[config.mk]
export PLATFORM = sky130hd
export DESIGN_NAME = validador_frota
export DESIGN_NICKNAME = d
export VERILOG_FILES = /design/src/rtl/batalha_pkg.sv /design/src/rtl/forma_navio.sv /design/src/rtl/validador_frota.sv
export SDC_FILE = /design/constraint.sdc
export NUM_CORES = 1
export LEC_CHECK = 0
export ABC_AREA = 1
export CORE_UTILIZATION = 50
export CTS_CLUSTER_DIAMETER = 200
export CTS_CLUSTER_SIZE = 12
export DETAILED_ROUTE_END_ITERATION = 7
export HOLD_SLACK_MARGIN = 0.03
export PLACE_DENSITY = 0.73
export SLEW_MARGIN = 20
export SYNTH_ARGS = -nofsm -noshare
export SYNTH_HDL_FRONTEND = slang
export SYNTH_SLANG_ARGS = --single-unit
[constraint.sdc]
create_clock -name clk -period 7.9 [get_ports clk]
set_clock_uncertainty 0.2 [all_clocks]
set_input_delay 1.58 -clock clk [delete_from_list [all_inputs] [get_ports clk]]
set_output_delay 1.58 -clock clk [all_outputs]
set_load 0.05 [all_outputs]
[src/rtl/batalha_pkg.sv]
// Shared definitions for the fleet placement validator: ship codes, cell counts,
// FSM states and record field layout helpers.
package batalha_pkg;

    typedef enum logic [2:0] {
        TIPO_PORTA_AVIOES = 3'd0,
        TIPO_ENCOURACADO  = 3'd1,
        TIPO_HIDROAVIAO   = 3'd2,
        TIPO_CRUZADOR     = 3'd3,
        TIPO_SUBMARINO    = 3'd4
    } tipo_e;

    typedef enum logic [2:0] {
        IDLE   = 3'd0,
        BUILD  = 3'd1,
        SCAN   = 3'd2,
        WRITE  = 3'd3,
        REPORT = 3'd4
    } estado_e;

    localparam int TIPO_LSB  = 0;
    localparam int TIPO_W    = 3;
    localparam int CELL_LSB  = 3;
    localparam int MAX_CELLS = 5;
    localparam int CNT_W     = 4;

    localparam logic [CNT_W-1:0] CNT_PORTA_AVIOES = 4'd5;
    localparam logic [CNT_W-1:0] CNT_ENCOURACADO  = 4'd4;
    localparam logic [CNT_W-1:0] CNT_HIDROAVIAO   = 4'd3;
    localparam logic [CNT_W-1:0] CNT_CRUZADOR     = 4'd2;
    localparam logic [CNT_W-1:0] CNT_SUBMARINO    = 4'd1;

    function automatic int cell_x_lsb(input int k, input int cw);
        return CELL_LSB + 2 * k * cw;
    endfunction

    function automatic int cell_y_lsb(input int k, input int cw);
        return CELL_LSB + (2 * k + 1) * cw;
    endfunction

endpackage

[src/rtl/forma_navio.sv]
// Combinational ship shape builder: expands type/direction/anchor into up to
// five cells, the cell count and a border/illegal-shape flag.
module forma_navio
    import batalha_pkg::*;
#(
    parameter int BOARD_W = 10,
    parameter int COORD_W = 4
) (
    input  logic [2:0]                        tipo_i,
    input  logic                              direcao_i,
    input  logic [1:0]                        orientacao_i,
    input  logic [COORD_W-1:0]                x_i,
    input  logic [COORD_W-1:0]                y_i,
    output logic [MAX_CELLS-1:0][COORD_W-1:0] cel_x_o,
    output logic [MAX_CELLS-1:0][COORD_W-1:0] cel_y_o,
    output logic [CNT_W-1:0]                  contagem_o,
    output logic                              borda_o
);

    // Two guard bits: one for the +4 overshoot, one as the underflow sign.
    localparam int EW = COORD_W + 2;

    logic signed [3:0]    dx_s [MAX_CELLS];
    logic signed [3:0]    dy_s [MAX_CELLS];
    logic signed [EW-1:0] ex_s [MAX_CELLS];
    logic signed [EW-1:0] ey_s [MAX_CELLS];
    logic                 invalido_s;

    // Per-cell offsets relative to the anchor, and shape legality.
    always_comb begin
        contagem_o = '0;
        invalido_s = 1'b0;
        for (int k = 0; k < MAX_CELLS; k++) begin
            dx_s[k] = 4'sd0;
            dy_s[k] = 4'sd0;
        end
        case (tipo_i)
            TIPO_PORTA_AVIOES: contagem_o = CNT_PORTA_AVIOES;
            TIPO_ENCOURACADO:  contagem_o = CNT_ENCOURACADO;
            TIPO_HIDROAVIAO:   contagem_o = CNT_HIDROAVIAO;
            TIPO_CRUZADOR:     contagem_o = CNT_CRUZADOR;
            TIPO_SUBMARINO:    contagem_o = CNT_SUBMARINO;
            default: begin
                contagem_o = '0;
                invalido_s = 1'b1;
            end
        endcase
        if (tipo_i == TIPO_HIDROAVIAO) begin
            case (orientacao_i)
                2'd0: begin
                    dx_s[1] = 4'sd1; dy_s[1] = 4'sd1; dx_s[2] = 4'sd2;
                    invalido_s = direcao_i;
                end
                2'd1: begin
                    dx_s[1] = 4'sd1; dy_s[1] = -4'sd1; dx_s[2] = 4'sd2;
                    invalido_s = direcao_i;
                end
                2'd2: begin
                    dx_s[1] = 4'sd1; dy_s[1] = 4'sd1; dy_s[2] = 4'sd2;
                    invalido_s = ~direcao_i;
                end
                2'd3: begin
                    dx_s[1] = -4'sd1; dy_s[1] = 4'sd1; dy_s[2] = 4'sd2;
                    invalido_s = ~direcao_i;
                end
                default: invalido_s = 1'b1;
            endcase
        end else begin
            for (int k = 0; k < MAX_CELLS; k++) begin
                if (4'(k) < contagem_o) begin
                    if (direcao_i) begin
                        dy_s[k] = 4'(k);
                    end else begin
                        dx_s[k] = 4'(k);
                    end
                end else begin
                    dx_s[k] = 4'sd0;
                    dy_s[k] = 4'sd0;
                end
            end
        end
    end

    // Absolute cells; a negative result reads as a huge unsigned value, so a
    // single unsigned compare covers both overflow and underflow.
    always_comb begin
        borda_o = invalido_s;
        for (int k = 0; k < MAX_CELLS; k++) begin
            ex_s[k] = $signed({2'b00, x_i}) + EW'(dx_s[k]);
            ey_s[k] = $signed({2'b00, y_i}) + EW'(dy_s[k]);
            if (4'(k) < contagem_o) begin
                borda_o = borda_o | ($unsigned(ex_s[k]) >= EW'(BOARD_W))
                                  | ($unsigned(ey_s[k]) >= EW'(BOARD_W));
                cel_x_o[k] = ex_s[k][COORD_W-1:0];
                cel_y_o[k] = ey_s[k][COORD_W-1:0];
            end else begin
                cel_x_o[k] = '0;
                cel_y_o[k] = '0;
            end
        end
    end

endmodule

[src/rtl/validador_frota.sv]
// Fleet placement validator: builds a ship record, scans the player's stored
// records for collisions and appends it when legal. Option: ADJACENCY_CHECK_EN.
module validador_frota
    import batalha_pkg::*;
#(
    parameter int  BOARD_W    = 10,
    parameter int  COORD_W    = 4,
    parameter int  SHIP_SLOTS = 11,
    parameter int  PLAYERS    = 2,
    localparam int REC_W      = 3 + 10 * COORD_W + 4,
    localparam int AW         = $clog2(SHIP_SLOTS),
    localparam int JW         = (PLAYERS > 1) ? $clog2(PLAYERS) : 1
) (
    input  logic               clk,
    input  logic               rst_n,
    input  logic               req_valid,
    output logic               req_ready,
    input  logic [2:0]         tipo,
    input  logic               direcao,
    input  logic [1:0]         orientacao,
    input  logic [COORD_W-1:0] x1,
    input  logic [COORD_W-1:0] y1,
    input  logic [JW-1:0]      jogador,
    output logic [AW-1:0]      rd_addr,
    input  logic [REC_W-1:0]   rd_data,
    output logic [PLAYERS-1:0] wr_en,
    output logic [AW-1:0]      wr_addr,
    output logic [REC_W-1:0]   wr_data,
    output logic               done,
    output logic               conflito_borda,
    output logic               conflito_memoria,
    output logic               frota_cheia,
    output logic               conflito
);

    localparam int FW = $clog2(SHIP_SLOTS + 1);

    estado_e              state_q, state_d;
    logic [2:0]           tipo_q, tipo_d;
    logic                 dir_q, dir_d;
    logic [1:0]           ori_q, ori_d;
    logic [COORD_W-1:0]   x_q, x_d, y_q, y_d;
    logic [JW-1:0]        jog_q, jog_d;
    logic [REC_W-1:0]     rec_s, rec_q, rec_d;
    logic [FW-1:0]        scan_q, scan_d;
    logic [FW-1:0]        fill_q [PLAYERS];
    logic [FW-1:0]        fill_d [PLAYERS];
    logic [FW-1:0]        fill_cur_s;
    logic                 req_ready_q, req_ready_d;
    logic [AW-1:0]        rd_addr_q, rd_addr_d;
    logic [PLAYERS-1:0]   wr_en_q, wr_en_d;
    logic [AW-1:0]        wr_addr_q, wr_addr_d;
    logic [REC_W-1:0]     wr_data_q, wr_data_d;
    logic                 done_q, done_d;
    logic                 borda_q, borda_d;
    logic                 mem_q, mem_d;
    logic                 cheia_q, cheia_d;
    logic                 conf_q, conf_d;
    logic                 hit_s;
    logic                 arm_ok_s;
    logic [CNT_W-1:0]     nov_cnt_s, arm_cnt_s;

    logic [MAX_CELLS-1:0][COORD_W-1:0] cel_x_s, cel_y_s;
    logic [CNT_W-1:0]                  cnt_s;
    logic                              borda_s;

    function automatic logic celula_conflita(input logic [COORD_W-1:0] ax, input logic [COORD_W-1:0] ay,
                                             input logic [COORD_W-1:0] bx, input logic [COORD_W-1:0] by);
`ifdef ADJACENCY_CHECK_EN
        logic [COORD_W-1:0] ddx, ddy;
        ddx = (ax > bx) ? (ax - bx) : (bx - ax);
        ddy = (ay > by) ? (ay - by) : (by - ay);
        return (ddx <= COORD_W'(1)) && (ddy <= COORD_W'(1));
`else
        return (ax == bx) && (ay == by);
`endif
    endfunction

    forma_navio #(
        .BOARD_W (BOARD_W),
        .COORD_W (COORD_W)
    ) u_forma (
        .tipo_i       (tipo_q),
        .direcao_i    (dir_q),
        .orientacao_i (ori_q),
        .x_i          (x_q),
        .y_i          (y_q),
        .cel_x_o      (cel_x_s),
        .cel_y_o      (cel_y_s),
        .contagem_o   (cnt_s),
        .borda_o      (borda_s)
    );

    // Pack the shape into the stored record layout.
    always_comb begin
        rec_s = '0;
        rec_s[TIPO_LSB +: TIPO_W] = tipo_q;
        for (int k = 0; k < MAX_CELLS; k++) begin
            rec_s[cell_x_lsb(k, COORD_W) +: COORD_W] = cel_x_s[k];
            rec_s[cell_y_lsb(k, COORD_W) +: COORD_W] = cel_y_s[k];
        end
        rec_s[REC_W-1 -: CNT_W] = cnt_s;
    end

    // All-pairs cell comparison of the new record against the record on rd_data.
    always_comb begin
        hit_s     = 1'b0;
        nov_cnt_s = rec_q[REC_W-1 -: CNT_W];
        arm_cnt_s = rd_data[REC_W-1 -: CNT_W];
        // A slot carrying an illegal type code is never trusted as a ship.
        arm_ok_s  = (rd_data[TIPO_LSB +: TIPO_W] <= TIPO_SUBMARINO);
        for (int i = 0; i < MAX_CELLS; i++) begin
            for (int j = 0; j < MAX_CELLS; j++) begin
                hit_s = hit_s | (arm_ok_s & (4'(i) < nov_cnt_s) & (4'(j) < arm_cnt_s) &
                        celula_conflita(rec_q[cell_x_lsb(i, COORD_W) +: COORD_W],
                                        rec_q[cell_y_lsb(i, COORD_W) +: COORD_W],
                                        rd_data[cell_x_lsb(j, COORD_W) +: COORD_W],
                                        rd_data[cell_y_lsb(j, COORD_W) +: COORD_W]));
            end
        end
    end

    // Fill level of the captured player.
    always_comb begin
        fill_cur_s = '0;
        for (int p = 0; p < PLAYERS; p++) begin
            if (JW'(p) == jog_q) begin
                fill_cur_s = fill_q[p];
            end else begin
                fill_cur_s = fill_cur_s;
            end
        end
    end

    // FSM next state and next values of every registered output.
    always_comb begin
        state_d   = state_q;
        tipo_d    = tipo_q;
        dir_d     = dir_q;
        ori_d     = ori_q;
        x_d       = x_q;
        y_d       = y_q;
        jog_d     = jog_q;
        rec_d     = rec_q;
        scan_d    = scan_q;
        rd_addr_d = '0;
        wr_en_d   = '0;
        wr_addr_d = wr_addr_q;
        wr_data_d = wr_data_q;
        borda_d   = borda_q;
        mem_d     = mem_q;
        cheia_d   = cheia_q;
        for (int p = 0; p < PLAYERS; p++) begin
            fill_d[p] = fill_q[p];
        end
        case (state_q)
            IDLE: begin
                if (req_valid) begin
                    tipo_d  = tipo;
                    dir_d   = direcao;
                    ori_d   = orientacao;
                    x_d     = x1;
                    y_d     = y1;
                    jog_d   = jogador;
                    borda_d = 1'b0;
                    mem_d   = 1'b0;
                    cheia_d = 1'b0;
                    state_d = BUILD;
                end else begin
                    state_d = IDLE;
                end
            end
            BUILD: begin
                rec_d  = rec_s;
                scan_d = '0;
                if (borda_s) begin
                    borda_d = 1'b1;
                    state_d = REPORT;
                end else if (fill_cur_s == FW'(SHIP_SLOTS)) begin
                    cheia_d = 1'b1;
                    state_d = REPORT;
                end else begin
                    state_d = SCAN;
                end
            end
            SCAN: begin
                // rd_data lags rd_addr by one cycle, so cycle 0 has nothing to compare.
                mem_d = mem_q | ((scan_q != '0) & hit_s);
                if (scan_q == fill_cur_s) begin
                    if (mem_d) begin
                        state_d = REPORT;
                    end else begin
                        wr_en_d   = PLAYERS'(1) << jog_q;
                        wr_addr_d = AW'(fill_cur_s);
                        wr_data_d = rec_q;
                        state_d   = WRITE;
                    end
                end else begin
                    scan_d = scan_q + FW'(1);
                    if (scan_d < fill_cur_s) begin
                        rd_addr_d = AW'(scan_d);
                    end else begin
                        rd_addr_d = '0;
                    end
                end
            end
            WRITE: begin
                for (int p = 0; p < PLAYERS; p++) begin
                    if (JW'(p) == jog_q) begin
                        fill_d[p] = fill_q[p] + FW'(1);
                    end else begin
                        fill_d[p] = fill_q[p];
                    end
                end
                state_d = REPORT;
            end
            REPORT:  state_d = IDLE;
            default: state_d = IDLE;
        endcase
        req_ready_d = (state_d == IDLE);
        done_d      = (state_d == REPORT);
        conf_d      = borda_d | mem_d | cheia_d;
    end

    // State, captured request and registered outputs.
    always_ff @(posedge clk or negedge rst_n) begin
        if (!rst_n) begin
            state_q     <= IDLE;
            tipo_q      <= '0;
            dir_q       <= 1'b0;
            ori_q       <= '0;
            x_q         <= '0;
            y_q         <= '0;
            jog_q       <= '0;
            rec_q       <= '0;
            scan_q      <= '0;
            req_ready_q <= 1'b1;
            rd_addr_q   <= '0;
            wr_en_q     <= '0;
            wr_addr_q   <= '0;
            wr_data_q   <= '0;
            done_q      <= 1'b0;
            borda_q     <= 1'b0;
            mem_q       <= 1'b0;
            cheia_q     <= 1'b0;
            conf_q      <= 1'b0;
            for (int p = 0; p < PLAYERS; p++) begin
                fill_q[p] <= '0;
            end
        end else begin
            state_q     <= state_d;
            tipo_q      <= tipo_d;
            dir_q       <= dir_d;
            ori_q       <= ori_d;
            x_q         <= x_d;
            y_q         <= y_d;
            jog_q       <= jog_d;
            rec_q       <= rec_d;
            scan_q      <= scan_d;
            req_ready_q <= req_ready_d;
            rd_addr_q   <= rd_addr_d;
            wr_en_q     <= wr_en_d;
            wr_addr_q   <= wr_addr_d;
            wr_data_q   <= wr_data_d;
            done_q      <= done_d;
            borda_q     <= borda_d;
            mem_q       <= mem_d;
            cheia_q     <= cheia_d;
            conf_q      <= conf_d;
            for (int p = 0; p < PLAYERS; p++) begin
                fill_q[p] <= fill_d[p];
            end
        end
    end

    assign req_ready        = req_ready_q;
    assign rd_addr          = rd_addr_q;
    assign wr_en            = wr_en_q;
    assign wr_addr          = wr_addr_q;
    assign wr_data          = wr_data_q;
    assign done             = done_q;
    assign conflito_borda   = borda_q;
    assign conflito_memoria = mem_q;
    assign frota_cheia      = cheia_q;
    assign conflito         = conf_q;

endmodule

# Word-level counts from Yosys, hierarchy flattened
# Cells that the tools add are included.
[word_totals] regBits=140 in_bits=65 out_inout_bits=63 elab_cells=328
[classes] n_mux=67 reduce_logical=41 n_shift=1 n_bitwise=96 magnitude_cmp=27 eq_ne=64 add_sub_neg=11
[op_table] op="$eq A4 B4 Y1" n=51
[op_table] op="$mux W4" n=16
[op_table] op="$and A1 B1 Y1" n=56
[op_table] op="$ge A6 B4 Y1 const B" n=8
[op_table] op="$or A1 B1 Y1" n=37
[op_table] op="$add A5 B4 Y6" n=6
[op_table] op="$mux W2" n=13
[op_table] op="$logic_and A1 B1 Y1" n=25
[op_table] op="$pmux W4 S2" n=3
[op_table] op="$mux W3" n=7
[op_table] op="$mux W1" n=18
[op_table] op="$lt A1 B4 Y1 const A" n=4
[op_table] op="$lt A2 B4 Y1 const A" n=4
[op_table] op="$mux W8" n=2
[op_table] op="$pmux W3 S5" n=1
[op_table] op="$add A4 B1 Y4 const B" n=3
[op_table] op="$eq A3 B2 Y1 const B" n=4
[op_table] op="$mux W6" n=2
[op_table] op="$pmux W3 S4" n=1
[op_table] op="$add A4 B2 Y5" n=2
[op_table] op="$logic_not A3 Y1" n=3
[op_table] op="$ge A4 B4 Y1 const B" n=2
[op_table] op="$lt A3 B4 Y1 const A" n=2
[op_table] op="$pmux W1 S2" n=4
[op_table] op="21 further kinds" n=33

# Longest topological paths before layout
# Gate-level depths: netlist (run 1).
[depth] ltp_word=34 mapped_depth=20 mapped_depth_nobuf=20

# Hierarchy
# From an unflattened synthesis (run 1), not the netlist that was laid out.
[unflattened] hier_cells=1493 area_unflattened_um2=10156.0
[by_module_without_submodules] mod="validador_frota" area_per_inst_um2=8861.0 seq_area_each_um2=3504.6 n_inst=1 cells_per_inst=1249
[by_module_without_submodules] mod="forma_navio" area_per_inst_um2=1295.0 seq_area_each_um2=0.0 n_inst=1 cells_per_inst=244

# Least setup slack after synthesis (run 1)
# OpenSTA, ideal clock, no wires.
[synth_path] kind="input-to-reg" from="input port rd_data[46]" to="register wr_addr_q[2], in the netlist wr_addr[2]" arrival_time_ps=2945 stages=16 t_required_ps=7568 n_path_buf=2 setup_ps=132 path_slack_ps=4623 cell_sequence="nor2_4 > nand2_4 > nor2_4 > nor2_1 > nand3_1 > nand2_1 > nor2_1 > nand2_1 > nor2_1 > nand2_1 > nand2_2 > nand3_2 > buf_6 > buf_6 > nand2_1 > o21ai_0"
[synth_via] elab_chain_cells=31
[synth_lines] item="start, declared" line_no="validador_frota.sv:25" rtl="input logic [REC_W-1:0] rd_data,"
[synth_lines] item="$lt A1 B4 Y1" line_no="validador_frota.sv:114" rtl="hit_s = hit_s | (arm_ok_s & (4'(i) < nov_cnt_s) & (4'(j) < arm_cnt_s) &"
[synth_lines] item="$and A1 B1 Y1 (2 in a row)" line_no="validador_frota.sv:114"
[synth_lines] item="$or A1 B1 Y1 (23 in a row)" line_no="validador_frota.sv:114"
[synth_lines] item="$or A1 B1 Y1 (*)" line_no="validador_frota.sv:114"
[synth_lines] item="$and A1 B1 Y1 (*)" line_no="validador_frota.sv:188" rtl="mem_d = mem_q | ((scan_q != '0) & hit_s);"
[synth_lines] item="$or A1 B1 Y1 (*)" line_no="validador_frota.sv:188"
[synth_lines] item="$not A1 Y1 (no line) (*)"
[synth_lines] item="$reduce_and A3 Y1 (no line) (*)"
[synth_lines] item="end signal, assigned" line_no="validador_frota.sv:263" rtl="wr_addr_q <= wr_addr_d;"
[synth_lines] item="end, declared" line_no="validador_frota.sv:52" rtl="logic [AW-1:0] wr_addr_q, wr_addr_d;"
# Every way passes the cells marked *; elsewhere a longest branch is shown, timed or not.
# A chain may end at the register's enable or synchronous reset.

# Worst setup path in the final report (run 1)
[layout_path] from="input port rd_data[37]" to="register req_ready_q, in the netlist req_ready"
[layout_via] elab_chain_cells=30
[layout_lines] item="$eq A4 B4 Y1" line_no="validador_frota.sv:75" rtl="return (ax == bx) && (ay == by);"
[layout_lines] item="$logic_and A1 B1 Y1" line_no="validador_frota.sv:75"
[layout_lines] item="$and A1 B1 Y1" line_no="validador_frota.sv:114"
[layout_lines] item="$or A1 B1 Y1 (20 in a row)" line_no="validador_frota.sv:114"
[layout_lines] item="$or A1 B1 Y1 (*)" line_no="validador_frota.sv:114"
[layout_lines] item="$and A1 B1 Y1 (*)" line_no="validador_frota.sv:188"
[layout_lines] item="$or A1 B1 Y1 (*)" line_no="validador_frota.sv:188"
[layout_lines] item="$mux W3 (*)" line_no="validador_frota.sv:190" rtl="if (mem_d) begin"
[layout_lines] item="$mux W3 (*)" line_no="validador_frota.sv:189" rtl="if (scan_q == fill_cur_s) begin"
[layout_lines] item="$pmux W3 S4 (*)" line_no="validador_frota.sv:156" rtl="case (state_q)"
[layout_lines] item="net state_d[0]" line_no="validador_frota.sv:38" rtl="estado_e state_q, state_d;"
[layout_lines] item="$logic_not A3 Y1 (*)" line_no="validador_frota.sv:220" rtl="req_ready_d = (state_d == IDLE);"
[layout_lines] item="net req_ready_d" line_no="validador_frota.sv:49" rtl="logic req_ready_q, req_ready_d;"
[layout_lines] item="end signal, assigned" line_no="validador_frota.sv:260" rtl="req_ready_q <= req_ready_d;"
[layout_lines] item="end, declared" line_no="validador_frota.sv:49"
# Mark *: on every way through the listed nets, which the timed path passes. The rest lies on a longest branch.

==> flow_metrics.py, run 1 <==
metrics = {
    "final_layout": {
        "multi_input_area_mm2": 0.00531,
        "nFillCells": 1825,
        "design_area_mm2": 0.0116,
        "drive_above_1_share_pct": 6.09,
        "finalNonFillerCells": 1755,
        "n_antenna_cell": 0,
        "area_growth_pct": 18.6,
        "register_area_mm2": 0.00345,
        "fin_util_pct": 61.2,
        "nets": 1581,
    },
    "clock_tree": {
        "h-tree-depth": 4,
        "cts_tree": "done",
        "clock-sinks": 138,
        "hold_buffers": 0,
        "clockRootBuffer": "clkbuf_16",
        "cts_made_buffers": 17,
        "path_clk_slew_ps": 70,
        "cts.repair.resized": 0,
        "post_cts_buffers": 0,
        "cts_buffer_depth": 2,
        "clkLatencyLatePin_ps": 430,
    },
    "timing": {
        "drv_slew": 0,
        "slew_headroom_pct": 51.0,
        "setup_viol": 0,
        "timing.final.crit_period_ps": 4670,
        "rsz0062_at_grt": "no",
        "fin_worst_hold_slack_ps": 280,
        "finalHoldViolCount": 0,
        "period_share_pct": 59.1,
        "setup-tns-final_ps": 0,
        "fin_ws_ps": 3230,
        "worst_pin_slew_ps": 732,
        "fmax_mhz": 214,
    },
    "drt": {
        "drt_iter0_markers": 954,
        "wl_per_cell_um": 21.3,
        "drc_errors": 0,
        "vias_per_cell": 5.55,
        "postRouteAntennaNets": 0,
        "vias": 9733,
        "first_pass_iters": 8,
        "wl_um": 37300,
    },
    "synth": {
        "ys_ff_latch": 138,
        "synth_adder_area_share_pct": 4.67,
        "syn_avg_cell_area_um2": 6.93,
        "ys_types": 40,
        "synthCells": 1407,
        "synth.top_cell.area_share_pct": 35.2,
        "synth_largest_area_cell": "dfrtp_1",
        "synth_xor_area_share_pct": 8.17,
        "synthTopCellsByArea": "dfrtp_1 35%, nand2_1 20%, xnor2_1 6.4%",
        "syn-num-nets": 1506,
        "synth_edf_count": 0,
        "async_reset_ff_share_pct": 100,
        "yosys_warnings": 0,
        "synth-simple-area-share_pct": 31.6,
        "synth_compound_area_share_pct": 9.29,
        "ys_seq_area_share_pct": 35.4,
        "synth.area.mux_share_pct": 0.603,
        "netlist_area_mm2": 0.00975,
        "yosysMostFrequentCell": "nand2_1",
        "synth_top_family_by_area": "simple AND/OR/NAND/NOR gates",
        "synth_flop_cell": "dfrtp_1",
        "netlist_top_cells_count": "507 x nand2_1, 139 x inv_1, 137 x dfrtp_1",
    },
    "floorplan": {
        "dieArea_mm2": 0.0201,
        "die_w_um": 142,
        "boundaryPins": 128,
        "coreArea_mm2": 0.0189,
        "initial_core_util_pct": 51.6,
        "die_h_um": 142,
        "core.rowCount": 50,
    },
    "global_routing": {
        "grt_pass1_wl_um": 56100,
        "grt_usage_pct": 38.4,
        "grt_overflow": 0,
        "grt_pass1_vias": 9328,
        "antenna_found_initial": 0,
        "grt_max_degree": 80,
    },
    "pwr": {
        "combinationalPowerShare_pct": 51.9,
        "sw_frac_of_total_pct": 52.3,
        "ir_worst_vdd_uv": 230,
        "p_total_mw": 4.71,
        "power_density_mw_per_mm2": 407,
        "p_int_mw": 2.25,
        "seqPwrFrac_pct": 30.5,
        "p_switching_mw": 2.46,
        "clkPwrFrac_pct": 17.7,
        "p_leak_nw": 5.65,
    },
    "setup_path": {
        "crit_top_cell": "nand2_1",
        "cpPeakStageDelay_ps": 640,
        "worstSetupEndpointType": "flop",
        "cp_top_family": "simple AND/OR/NAND/NOR gates",
        "path_class": "input pin to flop",
        "path_max_fanout": 57,
        "critPathRequiredTime_ps": 8050,
        "crit_arrival_ps": 4830,
        "worstPathCellList": "clkdlybuf4s50_1, inv_1, nand2_1, nand4_1, nor2_1, nand3_1, nand2_1, inv_1, nand2_1, nor2_1, nand2_1, nand2_2, nand3_4, buf_4, nand2_1, nor3_2",
        "crit_buf_inv": 4,
        "cp-start-kind": "input pin",
        "crit_slowest_cell": "clkdlybuf4s50_1",
    },
    "place": {
        "dp_hpwl_um": 28600,
        "gp_congestion": 1.09,
        "dp_slack_ps": 2880,
        "dpl_cell_area_mm2": 0.0110,
        "place_inst": 1723,
        "io_buffers": 126,
    },
    "run_status": {
        "outcome": "complete, no violations",
    },
    "hold_path": {
        "hp-class": "flop to flop",
    },
    "run": {
        "maxCapViolations": 0,
    },
}
area by class of cell:
cell class,instances,share of cell area [%]
Multi-Input combinational cell,1039,45.9
Sequential cell,138,29.9
Inverter,156,5.06
Clock buffer,19,3.83
Clock inverter,13,1.35
Tap cell,260,2.81
Timing Repair Buffer,130,11.2
layer usage:
metal	vias to the layer above	global-route usage, %	share of wire, %
met2	540	60.0	45
li1	4549	-	-
met5	-	0	0
met4	0	20.1	5.1
met1	4531	50.4	41
met3	113	7.83	9.7
worst min-delay path, delay by kind of cell, from the launching register on:
kind,cells,cell delay (ps)
DFF,1,340
and+or+nand+nor,1,60
AOI/OAI and AO/OA,1,50
final timing paths:
kind,endpoint,from,slack (ps),cells past startpoint
worst max-delay path,req_ready,rd_data[37],3230,16
worst min-delay path,wr_data[27],wr_data[27],280,2
worst max register to register,wr_data[28],jog_q,4110,10
worst min register to register,wr_data[27],wr_data[27],280,2
max in group asynchronous,wr_data[36],rst_n,5460,2
min in group asynchronous,wr_data[15],rst_n,910,1
logic make-up after synthesis:
group           count (synthesis)
other cells                     1
mux                             4
buf+inv                       230
flops                         138
fa+ha+maj                      34
compound gates                151
simple gates                  758
xor+xnor                       91
cell usage in the layout, fill, tap and decap left out, types with 3 or more instances in the layout:
master           Yosys  layout
inv_1              139     139
xnor2_1             71      71
xor2_1              20      20
o22ai_1             26      26
clkinvlp_4           0       4
o211ai_1             3       3
dfrtp_1            137     137
nand4_1             36      36
o21ai_0             63      63
inv_6                0       4
nand3_1             70      70
fa_1                 4       4
clkdlybuf4s50_1      0     125
a21oi_1             14      14
o21ai_2             24      24
buf_4                1       3
ha_1                30      30
inv_2               16      16
o21ai_1             17      17
nand2_2              3       3
clkbuf_16            0      17
nor2_1             133     133
nand2_1            507     507
power groups by stage:
stage | clock network [mW] | logic, mW | registers (mW)
3_5_place_dp | 0 | 2.39 | 1.41
5_1_grt | 0.863 | 2.65 | 1.44
4_1_cts | 0.835 | 2.40 | 1.40
2_1_floorplan | 0 | 1.44 | 1.50
3_3_place_gp | 0 | 2.37 | 1.42
6_report | 0.832 | 2.44 | 1.43
state kept, by name, indices dropped and copies added (netlist names), 2 cells and up:
signal / flops
y_q: 4
wr_data: 46
scan_q: 4
wr_en: 2
rd_addr: 4
state_q: 3
x_q: 4
fill_q: 8
tipo_q: 3
wr_addr: 4
ori_q: 2
rec_q: 46
No activity file was read; power rests on OpenSTA's default activity.
==> run 2: changes to the inputs <==
- clock period: 7.9 -> 4.6 ns (I/O delays scaled with it)
==> flow_metrics.py, run 2 (synthesized netlist as in run 1, its figures left out) <==
metrics = {
    "timing": {
        "setup-tns-final_ps": 0,
        "timing.final.crit_period_ps": 3690,
        "fmax_mhz": 271,
        "finalHoldViolCount": 0,
        "rsz0062_at_grt": "no",
        "setup_viol": 0,
        "worst_pin_slew_ps": 875,
        "period_share_pct": 80.3,
        "slew_headroom_pct": 41.7,
        "drv_slew": 0,
    },
    "global_routing": {
        "antenna_found_initial": 0,
        "grt_pass1_wl_um": 56000,
        "grt_max_degree": 96,
        "grt_usage_pct": 38.5,
        "grt_pass1_vias": 9452,
        "grt_overflow": 0,
    },
    "drt": {
        "maxUsedRoutingLayer": "met4",
        "dr_wl_met3_um": 3740,
        "drc_errors": 0,
        "vias_per_cell": 5.57,
        "postRouteAntennaNets": 0,
        "wl_per_cell_um": 21.2,
        "vias": 9779,
        "first_pass_iters": 5,
        "wl_met2_um": 16400,
        "drt-met1-wl_um": 14700,
        "drt_iter0_markers": 890,
        "wl_um": 37300,
    },
    "place": {
        "dp_hpwl_um": 28900,
        "gp_congestion": 1.07,
        "io_buffers": 126,
    },
    "pwr": {
        "p_leak_nw": 5.69,
        "p_total_mw": 8.09,
        "power_density_mw_per_mm2": 697,
        "ir_worst_vdd_uv": 397,
    },
    "floorplan": {
        "boundaryPins": 128,
        "coreArea_mm2": 0.0189,
        "die_w_um": 142,
        "dieArea_mm2": 0.0201,
        "die_h_um": 142,
        "core.rowCount": 50,
        "initial_core_util_pct": 51.6,
    },
    "hold_path": {
        "hp-class": "flop to flop",
        "hold_path_depth": 2,
    },
    "run_status": {
        "outcome": "complete, no violations",
    },
    "clock_tree": {
        "cts_buffer_depth": 2,
        "hold_buffers": 0,
        "post_cts_buffers": 0,
        "cts.repair.resized": 0,
        "clkLatencyLatePin_ps": 430,
        "cts_tree": "done",
        "path_clk_slew_ps": 70,
        "h-tree-depth": 4,
        "cts_made_buffers": 17,
        "clockRootBuffer": "clkbuf_16",
        "clock-sinks": 138,
    },
    "setup_path": {
        "crit_arrival_ps": 3870,
        "reg2regPathDepth": 14,
        "cp-start-kind": "flop",
        "r2r_slack_ps": 910,
        "critPathRequiredTime_ps": 4780,
        "path_class": "flop to flop",
        "path_max_fanout": 7,
        "worstSetupEndpointType": "flop",
    },
    "run": {
        "maxCapViolations": 0,
    },
    "final_layout": {
        "n_antenna_cell": 0,
        "area_growth_pct": 19.0,
        "layout_commonest_cell": "nand2_1",
        "final_cell_mix": "507 x nand2_1, 139 x inv_1, 137 x dfrtp_1",
        "nets": 1583,
        "nFillCells": 1783,
        "drive_above_1_share_pct": 6.28,
    },
}
run 2: path summary, 6_finish.rpt:
| kind | to | from |
|---|---|---|
| setup / recovery | conflito | tipo_q[1] |
| min in group asynchronous | wr_data[14] | rst_n |
| hold reg to reg | wr_data[20] | wr_data[20] |
| max in group asynchronous | req_ready | rst_n |
| setup reg to reg | conflito | tipo_q[1] |
| hold / removal | wr_data[20] | wr_data[20] |
run 2: routing by layer:
layer  GRT usage [%]  up-vias
met5               0        -
met4            23.4        0
met3            9.85      145
met2            60.1      544
met1            48.1     4533
li1                -     4557
run 2: power breakdown:
part,internal [mW],switching (mW)
Combinational,1.38,2.83
Clock,0.744,0.674
Sequential,1.65,0.803
Total,3.78,4.31
run 2: cell type report:
cell class | instances | area, um2 | share of cell area, %
clock buffers | 17 | 425 | 3.67
inverters | 156 | 586 | 5.05
repair buffers | 132 | 1320 | 11.4
well taps | 260 | 325 | 2.80
multi-input cells | 1039 | 5310 | 45.7
flip-flops and latches | 138 | 3450 | 29.8
clock inverters | 15 | 189 | 1.63
run 2: critical path, stage by stage, from the launching register on:
cell and delay (ps):
dfrtp_1 500, nor2_1 480, inv_1 150, nor2_1 310
ha_1 260, fa_1 420, inv_1 110, a21oi_1 120
o21ai_0 190, inv_1 50, nor2_1 220, nand2_1 120
o31ai_1 320, nor2_1 100, nand2_1 70
run 2: through the flow:
stage | setup WS [ps] | std cells | hold WS, ps | utilization [%] | area (um2)
2_1_floorplan | 1750 | 1407 | 253 | - | 9750
3_3_place_gp | 942 | 1725 | 266 | 58.2 | 11000
3_5_place_dp | 914 | 1725 | 266 | 58.2 | 11000
4_1_cts | 975 | 1757 | 283 | 61.4 | 11600
5_1_grt | 532 | 1757 | 298 | 61.4 | 11600
6_report | 908 | 1757 | 280 | 61.4 | 11600
==> patch 1: new RTL, config.mk and constraints of run 2 <==
Set the parameter `SHIP_SLOTS` to 10 (it was 11).
--- a/src/rtl/validador_frota.sv
+++ b/src/rtl/validador_frota.sv
@@ -5,7 +5,7 @@
 #(
     parameter int  BOARD_W    = 10,
     parameter int  COORD_W    = 4,
-    parameter int  SHIP_SLOTS = 11,
+    parameter int  SHIP_SLOTS = 10,
     parameter int  PLAYERS    = 2,
     localparam int REC_W      = 3 + 10 * COORD_W + 4,
     localparam int AW         = $clog2(SHIP_SLOTS),
Behaviour: same outputs for any inputs over 4 cycles, from zero or initial values and one cycle with rst_n low; that may be too few to reach the edited logic, so the function may still have changed.
==> patch 1 against run 2 <==
Cell count unchanged; combinational power decreased by 1%; core utilization is 0.13 points lower; routed wire length rose by 3.4%; area after synthesis about the same; sequential cell count is the same; count of clock-buffer cells in the layout unchanged; cell area fell by 0.21%; worst setup slack got worse by 0.048 ns; total power fell by 1.6%; critical path type unchanged; largest cell class unchanged; largest power group unchanged.
==> patch 1: results (changes against run 2) <==
----------------------------------------------------
[Critical path]
  Depth of the worst register-to-register path ... 16 (was 14)
  Data arrival time of the critical path ... 3.86 ns (was 3.87 ns)
  CP peak stage delay ... a little under 0.5 ns
  Register-to-Register Setup Slack ... 0.86 ns (was 0.91 ns)
  Largest fanout of any net on the critical path ... 7 (unchanged)
  Crit-path leading delay family ... simple AND/OR/NAND/NOR gates (unchanged)
  Endpoint of the lowest-slack register-to-register path ... conflito$_DFF_PN0_ (unchanged)

[Routing]
  Highest routed layer ... met4 (unchanged)
  WL met2 ... 17600 um (was 16400 um)
  Met3 wire length ... 3620 um (was 3740 um)
  Vias per std cell ... 5.65 (was 5.57)
  Number of violations reported at the end of detailed-routing iteration 0 ... 1084 (was 890)
  Metal-1 WL ... 15200 um (was 14700 um)
  Routed wire length ... 38500 um (was 37300 um)

[GRT]
  First-pass GRT wire length ... 57200 um (was 56000 um)
  Global Route met3 Usage ... 6.61% (was 9.85%)
  Number of global-route vias before repair ... 9496 (was 9452)
  Pin count of the biggest net entering global routing ... 73 (was 96)
  GRT Util Overall ... 39.6% (was 38.5%)
  Met1 usage in global routing ... 51.3% (was 48.1%)
  Met2 layer usage reported by global route ... 63.3% (was 60.1%)

[Yosys]
  Synth area leaders ... sky130_fd_sc_hd__dfrtp_1 35%, sky130_fd_sc_hd__nand2_1 20%, sky130_fd_sc_hd__xnor2_1 6.5% (was sky130_fd_sc_hd__dfrtp_1 35%, sky130_fd_sc_hd__nand2_1 20%, sky130_fd_sc_hd__xnor2_1 6.4%)
  Top cells by count, synth ... 507 x sky130_fd_sc_hd__nand2_1, 138 x sky130_fd_sc_hd__inv_1, 137 x sky130_fd_sc_hd__dfrtp_1 (was 507 x sky130_fd_sc_hd__nand2_1, 139 x sky130_fd_sc_hd__inv_1, 137 x sky130_fd_sc_hd__dfrtp_1)
  Proportion of synthesized chip area in sequential cells ... 35.4% (about the same)
  Library cells used by synthesis ... 39 (was 40)
  Average size of a mapped cell ... 6.93 sq um (about the same)

[Worst hold path]
  Worst Hold Class ... in -> async (was reg -> reg)

[Timing]
  Transition time at the pin with the least slew margin ... 0.794 ns (was 0.875 ns)
  Worst hold margin ... 0.263 ns (was 0.280 ns)

[Placement]
  Total of buffers placed on input and output ports ... 126 (unchanged)
  Sum of net half-perimeters after detailed placement ... 29700 um (was 28900 um)
  Last weighted congestion value of the routability-driven placer ... 1.03 (was 1.07)

[Power and ir drop]
  Worst voltage drop across the vdd grid ... 0.419 mV (was 0.397 mV)
  Leakage power ... 5.67 nW (was 5.69 nW)

[Outcome]
  Result of the run ... completed (unchanged)

[Cells and area]
  Number of antenna diodes ... 0 (unchanged)

[CTS]
  Clock buffer count from CTS ... 17 (unchanged)
  Clock Path Buffers ... 2 (unchanged)

----------------------------------------------------
patch 1: final cells by class:
cell class	count	area [sq um]
repair buffers	132	1320
clock inverters	15	170
fillers	1789	7310
flip-flops and latches	138	3450
inverters	156	586
well taps	260	325
multi-input cells	1039	5300
clock buffers	17	425
patch 1: stage by stage:
| stage | setup slack (ns) | total power, mW | utilization, % | area [sq um] |
|---|---|---|---|---|
| 6_report | 0.860 | 7.96 | 61.3 | 11600 |
| 5_1_grt | 0.644 | 8.38 | 61.3 | 11600 |
| 2_1_floorplan | 1.73 | 4.97 | - | 9750 |
| 4_1_cts | 0.961 | 7.86 | 61.3 | 11600 |
| 3_3_place_gp | 1.00 | 6.36 | 58.1 | 11000 |
| 3_5_place_dp | 0.943 | 6.42 | 58.1 | 11000 |
patch 1: how the worst max path moves through the flow:
stage | cells past startpoint | end | slack, ns
floorplan | 16 | req_ready$_DFF_PN1_ | 1.73
global placement | 17 | wr_data[13]$_DFFE_PN0P_ | 1.00
detailed placement | 17 | wr_data[8]$_DFFE_PN0P_ | 0.94
CTS | 16 | conflito$_DFF_PN0_ | 0.96
global route | 16 | conflito$_DFF_PN0_ | 0.64
finish | 16 | conflito$_DFF_PN0_ | 0.86
patch 1: kinds of logic after synthesis:
family	synth area share (%)
AO/OA/AOI/OAI	9.29
XOR/XNOR	8.18
adder cells (fa/ha/maj)	4.67
buffers and inverters	10.3
flip-flops	35.4
multiplexers	0.603
other	0.0385
AND/OR/NAND/NOR	31.5
patch 1: where the power goes:
group	internal, mW	total, mW	switching (mW)	leakage [nW]
Clock	0.732	1.42	0.684	0.288
Combinational	1.36	4.15	2.79	3.57
Sequential	1.65	2.40	0.748	1.81
Total	3.74	7.96	4.22	5.67
==> patch 2: new RTL, config.mk and constraints of run 2 <==
Without the edit above. Reset style: synchronous (`rst_n`), changed in one clocked block.
--- a/src/rtl/validador_frota.sv
+++ b/src/rtl/validador_frota.sv
@@ -223,7 +223,7 @@
     end
 
     // State, captured request and registered outputs.
-    always_ff @(posedge clk or negedge rst_n) begin
+    always_ff @(posedge clk) begin
         if (!rst_n) begin
             state_q     <= IDLE;
             tipo_q      <= '0;
Check against the original RTL: differs if rst_n is asserted again (counterexample within 4 cycles, from zero or initial values and one cycle with rst_n low); with rst_n held inactive, the same outputs for 4 cycles.
==> patch 2 against run 2 <==
Die area shrank 0.11%; worst setup slack gained 0.15 ns; routed wire length shrank 12%; area after synthesis shrank 0.12%; via count grew 0.66%; sequential cell count is the same; cell area shrank 2.0%; critical path depth grew 3; hold slack lost 0.018 ns.
Power is not compared: it rests on default switching activity, and its combinational part moved more than twofold at a synthesized area within 25%.
==> patch 2: results (changes against run 2) <==
----------------------------------------------------
[Cells and area]
  Post-layout nets ... 1671 (was 1583)
  Layout cells sized above 1 ... 5.43% (was 6.28%)

[GRT]
  First-pass GRT wire length ... 50700 um (was 56000 um)
  GRT Util Overall ... 33.4% (was 38.5%)
  Number of global-route vias before repair ... 9219 (was 9452)
  Pin count of the biggest net entering global routing ... 56 (was 96)

[Routing]
  Total via count after detailed routing ... 9844 (was 9779)
  DRT Pass-1 Iters ... 5 (unchanged)
  Routed wire length ... 32800 um (was 37300 um)

[Yosys]
  Fraction of the mapped netlist area in adder cells ... 4.68% (was 4.67%)
  Fraction of synthesized area in multiplexers ... 0% (was 0.603%)
  Synth area leaders ... sky130_fd_sc_hd__dfxtp_1 28%, sky130_fd_sc_hd__nand2_1 19%, sky130_fd_sc_hd__xnor2_1 7.9% (was sky130_fd_sc_hd__dfrtp_1 35%, sky130_fd_sc_hd__nand2_1 20%, sky130_fd_sc_hd__xnor2_1 6.4%)
  Post-synthesis compound-gate area fraction ... 10.9% (was 9.29%)
  Top cells by count, synth ... 483 x sky130_fd_sc_hd__nand2_1, 165 x sky130_fd_sc_hd__nor2_1, 138 x sky130_fd_sc_hd__dfxtp_1 (was 507 x sky130_fd_sc_hd__nand2_1, 139 x sky130_fd_sc_hd__inv_1, 137 x sky130_fd_sc_hd__dfrtp_1)
  Proportion of synthesized chip area in sequential cells ... 28.4% (was 35.4%)
  Net count after synthesis ... 1633 (was 1506)
  Library cells used by synthesis ... 44 (was 40)

[Placement]
  Last weighted congestion value of the routability-driven placer ... 1.06 (was 1.07)
  Total of buffers placed on input and output ports ... 126 (unchanged)
  Sum of net half-perimeters after detailed placement ... 24700 um (was 28900 um)

[Critical path]
  Data arrival time of the critical path ... 3.66 ns (was 3.87 ns)
  Largest fanout of any net on the critical path ... 54 (was 7)
  Register-to-Register Setup Slack ... 1.24 ns (was 0.91 ns)
  CP peak stage delay ... 0.53 ns (was 0.50 ns)
  Cell type of the slowest stage on the worst timing path ... sky130_fd_sc_hd__clkdlybuf4s50_1 (was sky130_fd_sc_hd__dfrtp_1)

[Timing]
  Worst rel slew slack ... 31.7% (was 41.7%)

[Outcome]
  Result of the run ... completed (unchanged)

----------------------------------------------------
-- patch 2: cells by family after synthesis --
kind of cell,Yosys count
flops,138
xor+xnor,108
compound gates,190
other cells,1
buf+inv,266
fa+ha+maj,34
simple gates,797
-- patch 2: area by class of cell --
class	instances	area, sq um
clock buffers	19	443
clock inverters	13	134
fillers	1923	7530
inverters	154	584
multi-input cells	1130	5810
flip-flops and latches	138	2760
well taps	260	325
repair buffers	131	1310
-- patch 2: final timing paths --
kind | start | endpoint | cells after the start
hold reg to reg | fill_q[0][7]$_SDFFE_PN0P_ | fill_q[0][7]$_SDFFE_PN0P_ | 1
setup reg to reg | tipo_q[2]$_SDFFE_PN0P_ | done$_SDFF_PN0_ | 19
hold / removal | fill_q[0][7]$_SDFFE_PN0P_ | fill_q[0][7]$_SDFFE_PN0P_ | 1
setup / recovery | rd_data[43] | req_ready$_SDFF_PN1_ | 17
-- patch 2: stage by stage --
stage | hold WS [ns] | setup WS [ns] | cell area, sq um | std cells | total power [mW]
2_1_floorplan | 0.222 | 1.73 | 9740 | 1534 | 3.08
3_5_place_dp | 0.254 | 0.671 | 10800 | 1813 | 3.67
4_1_cts | 0.263 | 1.12 | 11400 | 1845 | 5.02
6_report | 0.263 | 1.06 | 11400 | 1845 | 5.04
5_1_grt | 0.283 | 0.755 | 11400 | 1845 | 5.33
3_3_place_gp | 0.233 | 0.678 | 10800 | 1813 | 3.66
-- patch 2: critical path: cells and delay by family --
family	cells	cell delay (ns)
buffers and inverters	1	0.53
AND/OR/NAND/NOR	16	2.21
-- patch 2: per-layer routing --
layer,share of wire [%],global-route usage (%),wire [um]
met3,6.0,3.95,1980
met1,43,41.7,14000
met4,4.6,17.1,1500
met5,0,0,0
met2,47,56.9,15400
